<file path="config.mk">
export PLATFORM = sky130hd
export DESIGN_NAME = led_to_bcd_flat
export DESIGN_NICKNAME = d
export VERILOG_FILES = /design/src/rtl/led_to_bcd_if.sv /design/src/rtl/led_to_bcd.sv /design/src/flat_wrapper.sv
export SDC_FILE = /design/constraint.sdc
export NUM_CORES = 1
export LEC_CHECK = 0
export CORE_MARGIN = 2
export CORE_UTILIZATION = 64
export DETAILED_ROUTE_END_ITERATION = 8
export PLACE_DENSITY = 0.86
export REMOVE_ABC_BUFFERS = 1
export SETUP_SLACK_MARGIN = 0.15
export SYNTH_ARGS = -nofsm -noshare
export SYNTH_HDL_FRONTEND = slang
export SYNTH_SLANG_ARGS = --single-unit
</file>
<file path="constraint.sdc">
create_clock -name clk -period 6.91 [get_ports clk]
set_clock_uncertainty 0.15 [all_clocks]
set_input_delay 1.382 -clock clk [delete_from_list [all_inputs] [get_ports clk]]
set_output_delay 1.382 -clock clk [all_outputs]
set_load 0.01 [all_outputs]
</file>
<file path="src/rtl/led_to_bcd_if.sv">
// Seven-segment sample in, hex digit out with valid/ready; err_count exists only with LED_TO_BCD_ERRCNT_EN.
interface led_to_bcd_if;
    logic       sample_en;
    logic [6:0] LED;
    logic       LED_TYPE;
    logic [3:0] number;
    logic       valid;
    logic       ready;
    logic       blank;
    logic       err;
`ifdef LED_TO_BCD_ERRCNT_EN
    logic [7:0] err_count;
`endif

    modport master (
        output sample_en, LED, LED_TYPE, ready,
        input  number, valid, blank, err
`ifdef LED_TO_BCD_ERRCNT_EN
        , input err_count
`endif
    );

    modport slave (
        input  sample_en, LED, LED_TYPE, ready,
        output number, valid, blank, err
`ifdef LED_TO_BCD_ERRCNT_EN
        , output err_count
`endif
    );
endinterface

</file>
<file path="src/rtl/led_to_bcd.sv">
// Debounced 7-segment to hex decoder: valid rises on the STABLE_CNT-th matching sample edge.
// number is held until ready; a digit qualifying while unaccepted waits; LED_TO_BCD_ERRCNT_EN adds err_count.
module led_to_bcd #(
    parameter int STABLE_CNT = 3
) (
    input  logic         clk,
    input  logic         rst_n,
    led_to_bcd_if.slave  bus
);
    typedef enum logic [1:0] {IDLE, QUAL, HOLD} state_t;

    localparam logic [3:0] SC = 4'(STABLE_CNT);

    state_t     state_q, state_nx;
    logic [6:0] cand_q, cand_nx, last_q, last_nx, seg;
    logic [3:0] cnt_q, cnt_nx, num_q, num_nx, dig;
    logic       pend_q, pend_nx, blank_q, blank_nx, err_q, err_nx;
    logic       new_cand, qual, dig_ok, do_commit;

    function automatic logic [4:0] decode(input logic [6:0] s);
        case (s)
            7'h7E: decode = {1'b1, 4'h0};
            7'h30: decode = {1'b1, 4'h1};
            7'h6D: decode = {1'b1, 4'h2};
            7'h79: decode = {1'b1, 4'h3};
            7'h33: decode = {1'b1, 4'h4};
            7'h5B: decode = {1'b1, 4'h5};
            7'h5F: decode = {1'b1, 4'h6};
            7'h70: decode = {1'b1, 4'h7};
            7'h7F: decode = {1'b1, 4'h8};
            7'h7B: decode = {1'b1, 4'h9};
            7'h77: decode = {1'b1, 4'hA};
            7'h1F: decode = {1'b1, 4'hB};
            7'h4E: decode = {1'b1, 4'hC};
            7'h3D: decode = {1'b1, 4'hD};
            7'h4F: decode = {1'b1, 4'hE};
            7'h47: decode = {1'b1, 4'hF};
            default: decode = 5'h00;
        endcase
    endfunction

    always_comb begin
        state_nx  = state_q;
        cand_nx   = cand_q;
        cnt_nx    = cnt_q;
        last_nx   = last_q;
        num_nx    = num_q;
        pend_nx   = pend_q;
        blank_nx  = blank_q;
        err_nx    = 1'b0;
        new_cand  = 1'b0;
        qual      = 1'b0;
        do_commit = 1'b0;
        seg       = bus.LED_TYPE ? bus.LED : ~bus.LED;

        if (bus.sample_en) begin
            if ((seg == cand_q) && (cnt_q != 4'd0)) begin
                cnt_nx = (cnt_q >= SC) ? SC : cnt_q + 4'd1;
            end else begin
                new_cand = 1'b1;
                cand_nx  = seg;
                cnt_nx   = 4'd1;
                pend_nx  = 1'b0;
            end
            // Qualify only on the edge the count arrives at STABLE_CNT, never while saturated
            qual = (cnt_nx == SC) && (new_cand || (cnt_q != SC));
        end

        {dig_ok, dig} = decode(cand_nx);

        if (qual && dig_ok && (cand_nx != last_q)) begin
            if ((state_q != HOLD) || bus.ready)
                do_commit = 1'b1;
            else
                pend_nx = 1'b1;
        end
        if (pend_q && !new_cand && (state_q == HOLD) && bus.ready)
            do_commit = 1'b1;

        if (qual && (cand_nx == 7'h00)) begin
            blank_nx = 1'b1;
            last_nx  = 7'h00;
        end
        if (qual && !dig_ok && (cand_nx != 7'h00))
            err_nx = 1'b1;

        if (do_commit) begin
            num_nx   = dig;
            last_nx  = cand_nx;
            blank_nx = 1'b0;
            pend_nx  = 1'b0;
            state_nx = HOLD;
        end else if (state_q == HOLD) begin
            if (bus.ready)
                state_nx = QUAL;
        end else if (bus.sample_en) begin
            state_nx = QUAL;
        end
    end

    always_ff @(posedge clk or negedge rst_n) begin
        if (!rst_n) begin
            state_q <= IDLE;
            cand_q  <= 7'h00;
            cnt_q   <= 4'd0;
            last_q  <= 7'h00;
            num_q   <= 4'h0;
            pend_q  <= 1'b0;
            blank_q <= 1'b0;
            err_q   <= 1'b0;
        end else begin
            state_q <= state_nx;
            cand_q  <= cand_nx;
            cnt_q   <= cnt_nx;
            last_q  <= last_nx;
            num_q   <= num_nx;
            pend_q  <= pend_nx;
            blank_q <= blank_nx;
            err_q   <= err_nx;
        end
    end

    assign bus.number = num_q;
    assign bus.valid  = (state_q == HOLD);
    assign bus.blank  = blank_q;
    assign bus.err    = err_q;

`ifdef LED_TO_BCD_ERRCNT_EN
    logic [7:0] err_cnt_q;

    always_ff @(posedge clk or negedge rst_n) begin
        if (!rst_n)
            err_cnt_q <= 8'd0;
        else if (err_nx && (err_cnt_q != 8'hFF))
            err_cnt_q <= err_cnt_q + 8'd1;
    end

    assign bus.err_count = err_cnt_q;
`endif
endmodule

</file>
<file path="src/flat_wrapper.sv">
// flat-port wrapper written by rule: the top's interface ports become plain ports
module led_to_bcd_flat 
#(
    parameter int STABLE_CNT = 3
)
  (clk, rst_n, bus_sample_en, bus_LED, bus_LED_TYPE, bus_ready, bus_number, bus_valid, bus_blank, bus_err);
  led_to_bcd_if bus_i ();
  input  logic clk;
  input  logic rst_n;
  input wire logic [$bits(bus_i.sample_en)-1:0] bus_sample_en;
  input wire logic [$bits(bus_i.LED)-1:0] bus_LED;
  input wire logic [$bits(bus_i.LED_TYPE)-1:0] bus_LED_TYPE;
  input wire logic [$bits(bus_i.ready)-1:0] bus_ready;
  output wire logic [$bits(bus_i.number)-1:0] bus_number;
  output wire logic [$bits(bus_i.valid)-1:0] bus_valid;
  output wire logic [$bits(bus_i.blank)-1:0] bus_blank;
  output wire logic [$bits(bus_i.err)-1:0] bus_err;
  assign bus_i.sample_en = bus_sample_en;
  assign bus_i.LED = bus_LED;
  assign bus_i.LED_TYPE = bus_LED_TYPE;
  assign bus_i.ready = bus_ready;
  assign bus_number = bus_i.number;
  assign bus_valid = bus_i.valid;
  assign bus_blank = bus_i.blank;
  assign bus_err = bus_i.err;
  led_to_bcd #(.STABLE_CNT(STABLE_CNT)) u_core (.clk(clk), .rst_n(rst_n), .bus(bus_i));
endmodule
</file>
==> impl_table.tex, run 1 <==
\begin{tabular}{lr}
\hline
Metric & Value \\
\hline
\multicolumn{2}{l}{\textbf{GRT}} \\
Number of global-route vias before repair & 2,216 \\
Total routing usage reported by global routing & 0.317 \\
Total congestion overflow & 0 \\
Antenna violations before repair & 0 \\
Wire length of the first global-routing pass & 10,900 um \\
Largest net degree at the start of global routing & 28 \\
\multicolumn{2}{l}{\textbf{Timing}} \\
Min cycle time layout & 5.14 ns \\
Final setup violation count & 0 \\
Worst-case headroom to the max-slew limit & 0.393 \\
Setup repair after global routing missed its margin & no \\
Hold violation total from the final report & 0 \\
Share of the cycle needed by the critical path after routing & 0.743 \\
Max Clock Freq & 195 MHz \\
Sum Neg Setup Slack & 0 ns \\
Number of max-slew violations in the final report & 0 \\
Worst slew pin tran & 0.899 ns \\
\multicolumn{2}{l}{\textbf{Yosys}} \\
Ranking of synthesized cells by area & dfrtp\_1, mux2i\_1, nor2\_1 \\
Cells after Synth & 338 \\
Cell type with the largest total area after synthesis & dfrtp\_1 \\
Warning count from the yosys run & 0 \\
Fraction of post-synthesis cell area in the top cell type by area & 0.258 \\
Register bit count reported by yosys & 27 \\
Dominant synthesized flop cell & dfrtp\_1 \\
Most instantiated library cell after synthesis & nor2\_1 \\
Mean cell area of the mapped netlist & 7.74 um\^{}2 \\
Share of flip-flops with an asynchronous set or reset & 1.00 \\
Distinct cell type count of the synthesized netlist & 62 \\
Post-synth EDFFs & 0 \\
Sequential cell area fraction in the yosys report & 0.258 \\
Most instantiated cells after synthesis & nor2\_1, nand2\_1, dfrtp\_1, inv\_1 \\
Cell area after technology mapping & 2620 um\^{}2 \\
\multicolumn{2}{l}{\textbf{Floorplan}} \\
Rows & 23 \\
Initial Utilization & 0.658 \\
X dimension of the die & 67.9 um \\
Floorplan die height & 67.9 um \\
Standard cell core area & 3970 um\^{}2 \\
Die Footprint & 4610 um\^{}2 \\
Number of top-level pins & 19 \\
\multicolumn{2}{l}{\textbf{Clock tree}} \\
Root Driver & clkbuf\_8 \\
Clock tree from TritonCTS & done \\
CTS clk-pin slew, worst paths & 0.08 ns \\
Clock tree sinks & 27 \\
Total number of H-tree levels & 1 \\
Number of gates resized after CTS & 0 \\
Clock Latency Late Sink & 0.27 ns \\
CTS buffer count & 3 \\
CTS Buffer Depth & 2 \\
Post-CTS Setup Repair Bufs & 0 \\
Count of hold buffers inserted by post-cts repair & 0 \\
\multicolumn{2}{l}{\textbf{Place}} \\
GP Congestion & 0.989 \\
Post-DP HPWL & 5120 um \\
Port Buffer Count & 18 \\
Area after detailed placement & 2750 um\^{}2 \\
\multicolumn{2}{l}{\textbf{Layout}} \\
Area growth from synthesis to layout & 6.89\% \\
Share of final-layout standard cells stronger than drive strength 1 & 0.0687 \\
Fillers & 342 \\
Post-layout instance area & 2800 um\^{}2 \\
Diode count & 0 \\
Core Util, Final & 0.704 \\
Post-layout net count & 350 \\
\multicolumn{2}{l}{\textbf{Drt}} \\
Via Count & 2,522 \\
Iter 0 DRT Violations & 320 \\
DRC violation count after routing & 0 \\
Total iterations of the first detailed-routing run & 5 \\
Number of vias per cell & 6.55 \\
DR WL/cell & 17.6 um \\
WL final & 6770 um \\
Final antenna-violating net count & 0 \\
\multicolumn{2}{l}{\textbf{Power and ir drop}} \\
Power density over the cells & 143 nW/um\^{}2 \\
Max IR drop VDD & 129 uV \\
Switch Pwr & 145 uW \\
Seq pwr share & 0.478 \\
Proportion of power drawn by the clock network & 0.216 \\
Combinational cell fraction of total power & 0.306 \\
Leak Pwr & 0.00114 uW \\
Internal power & 255 uW \\
Net Sw Frac & 0.363 \\
\multicolumn{2}{l}{\textbf{Setup path}} \\
Largest driver fanout on the critical path & 23 \\
Data required time of the worst path & 6.92 ns \\
Kind of end point of the critical path & flop \\
Critical path class & in -> reg \\
Crit start category & input port \\
Arrival time worst endpoint & 5.15 ns \\
\multicolumn{2}{l}{\textbf{Hold path}} \\
Classification of the worst-slack hold path & reg -> reg \\
\multicolumn{2}{l}{\textbf{Job}} \\
Max\_cap viols & 0 \\
\multicolumn{2}{l}{\textbf{Run status}} \\
Status & finished clean \\
\hline
\end{tabular}
through the flow:
stage / hold slack (ns) / cells / worst slack [ns] / power (uW)
6_report: 0.362 / 385 / 1.77 / 400
5_1_grt: 0.372 / 385 / 1.50 / 423
4_1_cts: 0.364 / 385 / 1.77 / 400
3_5_place_dp: 0.344 / 381 / 1.49 / 313
2_1_floorplan: 0.321 / 309 / 2.18 / 263
3_3_place_gp: 0.341 / 381 / 1.59 / 311
flip-flops by register name, summed over array words and instances, names as in the netlist:
signal and cells:
u_core.cnt_q 4, u_core.bus.number 4, u_core.bus.blank 1, u_core.cand_q 7, u_core.pend_q 1, u_core.state_q 2, u_core.last_q 7, u_core.bus.err 1
worst max-delay path, cell delays in order:
cell and delay [ns]:
clkdlybuf4s50_1 0.97, xor2_1 0.22, a22o_1 0.34, o31ai_4 0.24, buf_4 0.29, mux2_2 0.37
nand3b_1 0.17, nor2_1 0.17, o21a_1 0.57, mux2_2 0.40
final timing paths:
path	start	to	slack [ns]	depth (start not counted)
max	bus_LED_TYPE	u_core.bus.number[0]$_DFFE_PN0P_	1.77	10
min	u_core.state_q[0]$_DFFE_PN0P_	u_core.state_q[0]$_DFFE_PN0P_	0.36	1
max reg2reg	u_core.cand_q[3]$_DFF_PN0_	u_core.bus.number[0]$_DFFE_PN0P_	3.08	10
min reg2reg	u_core.state_q[0]$_DFFE_PN0P_	u_core.state_q[0]$_DFFE_PN0P_	0.36	1
max in group asynchronous	rst_n	u_core.cnt_q[1]$_DFFE_PN0P_	5.03	2
min in group asynchronous	rst_n	u_core.bus.err$_DFF_PN0_	1.32	2
routing by layer:
layer	track usage	vias up	wire length, um
li1	-	1223	-
met1	0.440	1167	2840
met2	0.488	112	3110
met3	0.0674	20	651
met4	0.110	0	174
met5	0	-	0
power groups by stage:
| stage | clock [uW] | combinational, uW | sequential (uW) |
|---|---|---|---|
| 2_1_floorplan | 0 | 79.9 | 183 |
| 3_3_place_gp | 0 | 118 | 193 |
| 3_5_place_dp | 0 | 120 | 193 |
| 4_1_cts | 89.3 | 121 | 189 |
| 5_1_grt | 94.7 | 136 | 192 |
| 6_report | 86.6 | 122 | 191 |
cell usage in the layout (no fill, tap or decap), types with 10 or more instances in the layout:
| cell | n |
|---|---|
| inv_1 | 18 |
| xor2_1 | 10 |
| nor3_1 | 11 |
| a21oi_1 | 15 |
| dfrtp_1 | 27 |
| o21ai_0 | 15 |
| nand3_1 | 12 |
| mux2i_1 | 13 |
| clkdlybuf4s50_1 | 18 |
| xnor2_1 | 13 |
| nor2_1 | 32 |
| nand2_1 | 29 |
layout make-up:
class | count | area, um^2 | share of cell area
clock buffers | 4 | 45.0 | 0.0161
inverters | 18 | 67.6 | 0.0242
multi-input cells | 264 | 1730 | 0.620
flip-flops and latches | 27 | 676 | 0.242
well taps | 50 | 62.6 | 0.0224
repair buffers | 22 | 210 | 0.0752
logic make-up (layout without fill, tap and decap cells):
| logic type | Yosys count | in the layout | synth area share |
|---|---|---|---|
| compound gates | 89 | 89 | 0.242 |
| mux | 20 | 20 | 0.0828 |
| flops | 27 | 27 | 0.258 |
| xor+xnor | 23 | 23 | 0.0770 |
| simple gates | 130 | 130 | 0.252 |
| buf+inv | 47 | 44 | 0.0785 |
| fa+ha+maj | 2 | 2 | 0.00957 |
Power figures use the tool's default switching activity.
==> run 2: changes to the inputs <==
CORE_UTILIZATION = 60   (was 64)
PLACE_DENSITY = 0.81   (was 0.86)
clock period = 4.9 ns   (was 6.91 ns; I/O delays follow)
==> run 2 against run 1 <==
Effect of this change: power grew 43%; register-to-register slack lost 1.8 ns; critical endpoint is now u_core.last_q[3]$_DFFE_PN0P_; critical path depth grew 2.
==> impl_table.tex, run 2 (synthesis results as in run 1) <==
\begin{tabular}{lr}
\hline
Metric & Value \\
\hline
\multicolumn{2}{l}{\textbf{Floorplan}} \\
X dimension of the die & 70.0 um \\
Die Footprint & 4900 um\^{}2 \\
Standard cell core area & 4260 um\^{}2 \\
Floorplan die height & 70.0 um \\
Number of top-level pins & 19 \\
Initial Utilization & 0.613 \\
Rows & 24 \\
\multicolumn{2}{l}{\textbf{Clock tree}} \\
CTS Buffer Depth & 2 \\
Root Driver & clkbuf\_8 \\
CTS buffer count & 3 \\
CTS clk-pin slew, worst paths & 0.09 ns \\
Clock Latency Late Sink & 0.27 ns \\
Clock tree from TritonCTS & done \\
Post-CTS Setup Repair Bufs & 0 \\
Number of gates resized after CTS & 0 \\
Clock tree sinks & 27 \\
Count of hold buffers inserted by post-cts repair & 0 \\
Total number of H-tree levels & 1 \\
\multicolumn{2}{l}{\textbf{Hold path}} \\
Classification of the worst-slack hold path & reg -> reg \\
\multicolumn{2}{l}{\textbf{Drt}} \\
DR WL/cell & 17.8 um \\
Total iterations of the first detailed-routing run & 5 \\
Number of vias per cell & 6.40 \\
Iter 0 DRT Violations & 255 \\
DRC violation count after routing & 0 \\
Via Count & 2,539 \\
Final antenna-violating net count & 0 \\
WL final & 7050 um \\
\multicolumn{2}{l}{\textbf{Power and ir drop}} \\
Combinational cell fraction of total power & 0.315 \\
Max IR drop VDD & 174 uV \\
Power density over the cells & 199 nW/um\^{}2 \\
Leak Pwr & 0.00118 uW \\
Proportion of power drawn by the clock network & 0.215 \\
Internal power & 364 uW \\
Switch Pwr & 208 uW \\
Net Sw Frac & 0.364 \\
Seq pwr share & 0.469 \\
Overall power & 572 uW \\
\multicolumn{2}{l}{\textbf{GRT}} \\
Antenna violations before repair & 0 \\
Largest net degree at the start of global routing & 29 \\
Total routing usage reported by global routing & 0.302 \\
Number of global-route vias before repair & 2,416 \\
Total congestion overflow & 0 \\
Wire length of the first global-routing pass & 12,000 um \\
\multicolumn{2}{l}{\textbf{Timing}} \\
Number of max-slew violations in the final report & 0 \\
Max Clock Freq & 232 MHz \\
Hold violation total from the final report & 0 \\
Worst-case headroom to the max-slew limit & 0.452 \\
Setup repair after global routing missed its margin & no \\
Share of the cycle needed by the critical path after routing & 0.879 \\
Min cycle time layout & 4.31 ns \\
Worst slew pin tran & 0.811 ns \\
Worst hold-check slack & 0.359 ns \\
Worst setup margin & 0.594 ns \\
Final setup violation count & 0 \\
Sum Neg Setup Slack & 0 ns \\
\multicolumn{2}{l}{\textbf{Place}} \\
Post-DP HPWL & 5230 um \\
Pre-CTS worst setup slack & 0.335 ns \\
GP Congestion & 1.01 \\
Port Buffer Count & 18 \\
\multicolumn{2}{l}{\textbf{Layout}} \\
Post-layout net count & 360 \\
Diode count & 0 \\
Largest registers & u\_core.cand\_q (7), u\_core.last\_q (7) \\
Area growth from synthesis to layout & 9.86\% \\
Core Util, Final & 0.674 \\
Share of final-layout standard cells stronger than drive strength 1 & 0.0957 \\
Most common cell after layout, fill and taps aside & nor2\_1 \\
Commonest cells after routing, fill and taps aside & nor2\_1, nand2\_1, dfrtp\_1 \\
\multicolumn{2}{l}{\textbf{Setup path}} \\
Worst Path Buf+Inv & 3 \\
Data required time of the worst path & 4.94 ns \\
Max incr delay on CP & 0.64 ns \\
Critical path class & in -> reg \\
Cells along the critical path & clkdlybuf4s50\_1, o2bb2ai\_1, nor4\_2, a21oi\_2, o31ai\_4, buf\_4, mux2i\_1, xnor2\_1, o21ai\_0, o21a\_1, buf\_4, mux2i\_1 \\
Kind of end point of the critical path & flop \\
Kind of cell adding the most delay to the critical path & compound AO/OA/AOI/OAI gates \\
Slowest CP cell & clkdlybuf4s50\_1 \\
Arrival time worst endpoint & 4.34 ns \\
Largest driver fanout on the critical path & 17 \\
Crit start category & input port \\
\multicolumn{2}{l}{\textbf{Job}} \\
Max\_cap viols & 0 \\
\multicolumn{2}{l}{\textbf{Run status}} \\
Status & finished clean \\
\hline
\end{tabular}
run 2: cell types whose count changed in the layout (fill, tap and decap cells not counted), sizes merged:
| cell | previous run | this run |
|---|---|---|
| buf | 4 | 14 |
run 2: area by class of cell:
class | count | area [um^2]
multi-input cells | 264 | 1730
clock buffers | 4 | 45.0
fillers | 353 | 1390
flip-flops and latches | 27 | 676
inverters | 18 | 67.6
repair buffers | 32 | 285
well taps | 52 | 65.1
run 2: worst paths after layout:
kind,startpoint,end,slack (ns),cells after the start
max,bus_LED[5],u_core.last_q[3]$_DFFE_PN0P_,0.59,12
min,u_core.state_q[0]$_DFFE_PN0P_,u_core.state_q[0]$_DFFE_PN0P_,0.36,1
max reg2reg,u_core.cand_q[3]$_DFF_PN0_,u_core.last_q[3]$_DFFE_PN0P_,1.28,11
min reg2reg,u_core.state_q[0]$_DFFE_PN0P_,u_core.state_q[0]$_DFFE_PN0P_,0.36,1
max in group asynchronous,rst_n,u_core.bus.number[0]$_DFFE_PN0P_,3.39,2
min in group asynchronous,rst_n,u_core.bus.number[1]$_DFFE_PN0P_,0.92,2
run 2: stage by stage:
step,area (um^2),instances
2_1_floorplan,2480,309
3_3_place_gp,2830,393
3_5_place_dp,2830,393
4_1_cts,2870,397
5_1_grt,2870,397
6_report,2870,397
run 2: worst reg2reg max path, delay by kind of cell, from the launching register on:
kind / cells / cell delay, ns
xor gates and xnor gates: 2 / 0.48
muxes: 2 / 0.55
buffers and inverters: 2 / 0.50
AOI/OAI and AO/OA: 5 / 1.28
DFF: 1 / 0.59
run 2: routing by layer:
metal / vias to the layer above / global-route usage / part of all wire
li1: 1241 / - / -
met1: 1177 / 0.429 / 0.44
met2: 111 / 0.504 / 0.48
met3: 10 / 0.0390 / 0.068
met4: 0 / 0.0449 / 0.013
met5: - / 0 / 0
run 2: power groups by stage:
stage / Combinational (uW) / Sequential (uW) / Clock [uW]
after floorplan: 113 / 259 / 0
after global placement: 176 / 271 / 0
after detailed placement: 177 / 272 / 0
after CTS: 178 / 267 / 126
after global routing: 200 / 271 / 133
final: 180 / 269 / 123
==> run 3: changes to the inputs <==
CORE_UTILIZATION = 65   (was 60)
DONT_BUFFER_PORTS = 1   (was not set)
==> run 3 against run 2 <==
Effect of this change: sequential share of layout area rose by 2.2 points; non-clock buffer count fell by 27; global-route usage barely moved; cell area fell by 8.7%; worst setup slack improved by 0.33 ns; fmax rose by 8.3%; combinational power fell by 19%; count of clock-buffer cells in the layout did not move; die area fell by 7.3%; critical path depth fell by 1; largest cell class unchanged.
==> impl_table.tex, run 3 (synthesis results as in run 1) <==
\begin{tabular}{lr}
\hline
Metric & Value \\
\hline
\multicolumn{2}{l}{\textbf{Run status}} \\
Status & finished clean \\
\multicolumn{2}{l}{\textbf{Clock tree}} \\
Clock Latency Late Sink & 0.28 ns \\
Number of gates resized after CTS & 0 \\
Total number of H-tree levels & 1 \\
Count of hold buffers inserted by post-cts repair & 0 \\
CTS buffer count & 3 \\
Clock tree from TritonCTS & done \\
CTS Buffer Depth & 2 \\
Root Driver & clkbuf\_8 \\
Clock tree sinks & 27 \\
Post-CTS Setup Repair Bufs & 0 \\
CTS clk-pin slew, worst paths & 0.10 ns \\
\multicolumn{2}{l}{\textbf{Timing}} \\
Share of the cycle needed by the critical path after routing & 0.811 \\
Setup repair after global routing missed its margin & no \\
Min cycle time layout & 3.97 ns \\
Sum Neg Setup Slack & 0 ns \\
Worst-case headroom to the max-slew limit & 0.461 \\
Final setup violation count & 0 \\
Max Clock Freq & 252 MHz \\
Number of max-slew violations in the final report & 0 \\
Worst slew pin tran & 0.798 ns \\
Hold violation total from the final report & 0 \\
\multicolumn{2}{l}{\textbf{Layout}} \\
Area growth from synthesis to layout & 0.287\% \\
Share of final-layout standard cells stronger than drive strength 1 & 0.0755 \\
Fillers & 347 \\
Commonest cells after routing, fill and taps aside & nor2\_1, nand2\_1, dfrtp\_1 \\
Diode count & 0 \\
Flip-flop and latch area & 676 um\^{}2 \\
Post-layout instance area & 2620 um\^{}2 \\
Post-layout net count & 333 \\
Most common cell after layout, fill and taps aside & nor2\_1 \\
Multi-input gate area & 1730 um\^{}2 \\
Largest registers & u\_core.cand\_q (7), u\_core.last\_q (7) \\
\multicolumn{2}{l}{\textbf{GRT}} \\
Total routing usage reported by global routing & 0.301 \\
Total congestion overflow & 0 \\
Largest net degree at the start of global routing & 47 \\
Wire length of the first global-routing pass & 10,500 um \\
Antenna violations before repair & 0 \\
Number of global-route vias before repair & 2,199 \\
\multicolumn{2}{l}{\textbf{Setup path}} \\
Worst reg2reg path startpoint & u\_core.cand\_q[3]\$\_DFF\_PN0\_ \\
Crit start category & input port \\
Setup crit start & bus\_LED[3] \\
Cells along the critical path & xnor2\_1, o2111a\_1, a21oi\_2, o31ai\_4, buf\_4, mux2i\_1, nand3b\_1, nor2\_1, o21a\_1, buf\_4, a21boi\_0 \\
Largest driver fanout on the critical path & 15 \\
Capture instance of the worst register-to-register path & u\_core.bus.blank\$\_DFFE\_PN0P\_ \\
Kind of cell adding the most delay to the critical path & compound AO/OA/AOI/OAI gates \\
Reg2Reg Setup Slack & 0.93 ns \\
Critical path class & in -> reg \\
Max incr delay on CP & 0.64 ns \\
Most Frequent Cell on Critical Path & buf\_4 \\
Kind of end point of the critical path & flop \\
Worst Path Buf+Inv & 2 \\
Slowest CP cell & o31ai\_4 \\
Data required time of the worst path & 4.94 ns \\
Arrival time worst endpoint & 4.01 ns \\
Length in cells of the worst reg-to-reg path & 11 \\
\multicolumn{2}{l}{\textbf{Drt}} \\
DRC violation count after routing & 0 \\
Final antenna-violating net count & 0 \\
Routed length on met3 & 590 um \\
Routed metal-1 wirelength & 2810 um \\
Via Count & 2,487 \\
WL final & 6440 um \\
Top routing layer in use & met4 \\
Number of vias per cell & 6.76 \\
Total iterations of the first detailed-routing run & 5 \\
Iter 0 DRT Violations & 271 \\
Routed length on met2 & 2910 um \\
DR WL/cell & 17.5 um \\
\multicolumn{2}{l}{\textbf{Hold path}} \\
Classification of the worst-slack hold path & in -> async \\
\multicolumn{2}{l}{\textbf{Floorplan}} \\
Standard cell core area & 3940 um\^{}2 \\
Number of top-level pins & 19 \\
X dimension of the die & 67.4 um \\
Rows & 23 \\
Initial Utilization & 0.663 \\
Die Footprint & 4550 um\^{}2 \\
Floorplan die height & 67.4 um \\
\multicolumn{2}{l}{\textbf{Place}} \\
GP Congestion & 0.956 \\
Post-DP HPWL & 4760 um \\
Port Buffer Count & 0 \\
Area after detailed placement & 2580 um\^{}2 \\
\multicolumn{2}{l}{\textbf{Power and ir drop}} \\
Leak Pwr & 0.00107 uW \\
Power density over the cells & 205 nW/um\^{}2 \\
Max IR drop VDD & 163 uV \\
Overall power & 538 uW \\
\multicolumn{2}{l}{\textbf{Job}} \\
Max\_cap viols & 0 \\
\hline
\end{tabular}
==> run 3: worst register-to-register path: cells and delay by family (launching register included) <==
family,cells,cell delay (ns)
AOI/OAI and AO/OA,5,1.71
DFF,1,0.58
buffers and inverters,2,0.55
xor gates and xnor gates,1,0.34
and+or+nand+nor,2,0.30
muxes,1,0.25
==> run 3: power by group <==
| part | internal, uW | total [uW] | switching (uW) |
|---|---|---|---|
| Combinational | 62.8 | 146 | 83.2 |
| Sequential | 232 | 263 | 30.9 |
| Clock | 58.4 | 129 | 70.6 |
| Total | 353 | 538 | 185 |
==> run 3: worst max-delay path by stage <==
stage          cells past startpoint                                to  slack (ns)
6_report                          11      u_core.bus.blank$_DFFE_PN0P_        0.93
3_5_place_dp                      11      u_core.last_q[2]$_DFFE_PN0P_        0.70
3_3_place_gp                      10  u_core.bus.number[3]$_DFFE_PN0P_        0.85
4_1_cts                           11      u_core.bus.blank$_DFFE_PN0P_        0.96
2_1_floorplan                      9  u_core.bus.number[0]$_DFFE_PN0P_        0.58
5_1_grt                           11      u_core.bus.blank$_DFFE_PN0P_        0.67
==> run 3: layout make-up <==
| class | instances | share of cell area |
|---|---|---|
| Tap cell | 50 | 0.0239 |
| Sequential cell | 27 | 0.258 |
| Inverter | 18 | 0.0258 |
| Clock buffer | 4 | 0.0172 |
| Multi-Input combinational cell | 264 | 0.661 |
| Timing Repair Buffer | 5 | 0.0143 |
==> run 3: per-layer routing <==
metal,track usage,vias up
met5,0,-
li1,-,1188
met2,0.457,135
met4,0.0765,0
met1,0.441,1149
met3,0.0567,15
==> run 3: through the flow <==
step	instances	utilization	setup WS, ns	hold WS [ns]
floorplan	309	-	0.575	0.321
global placement	364	0.654	0.853	0.338
detailed placement	364	0.654	0.698	0.343
CTS	368	0.665	0.960	0.228
global route	368	0.665	0.673	0.216
finish	368	0.665	0.926	0.226
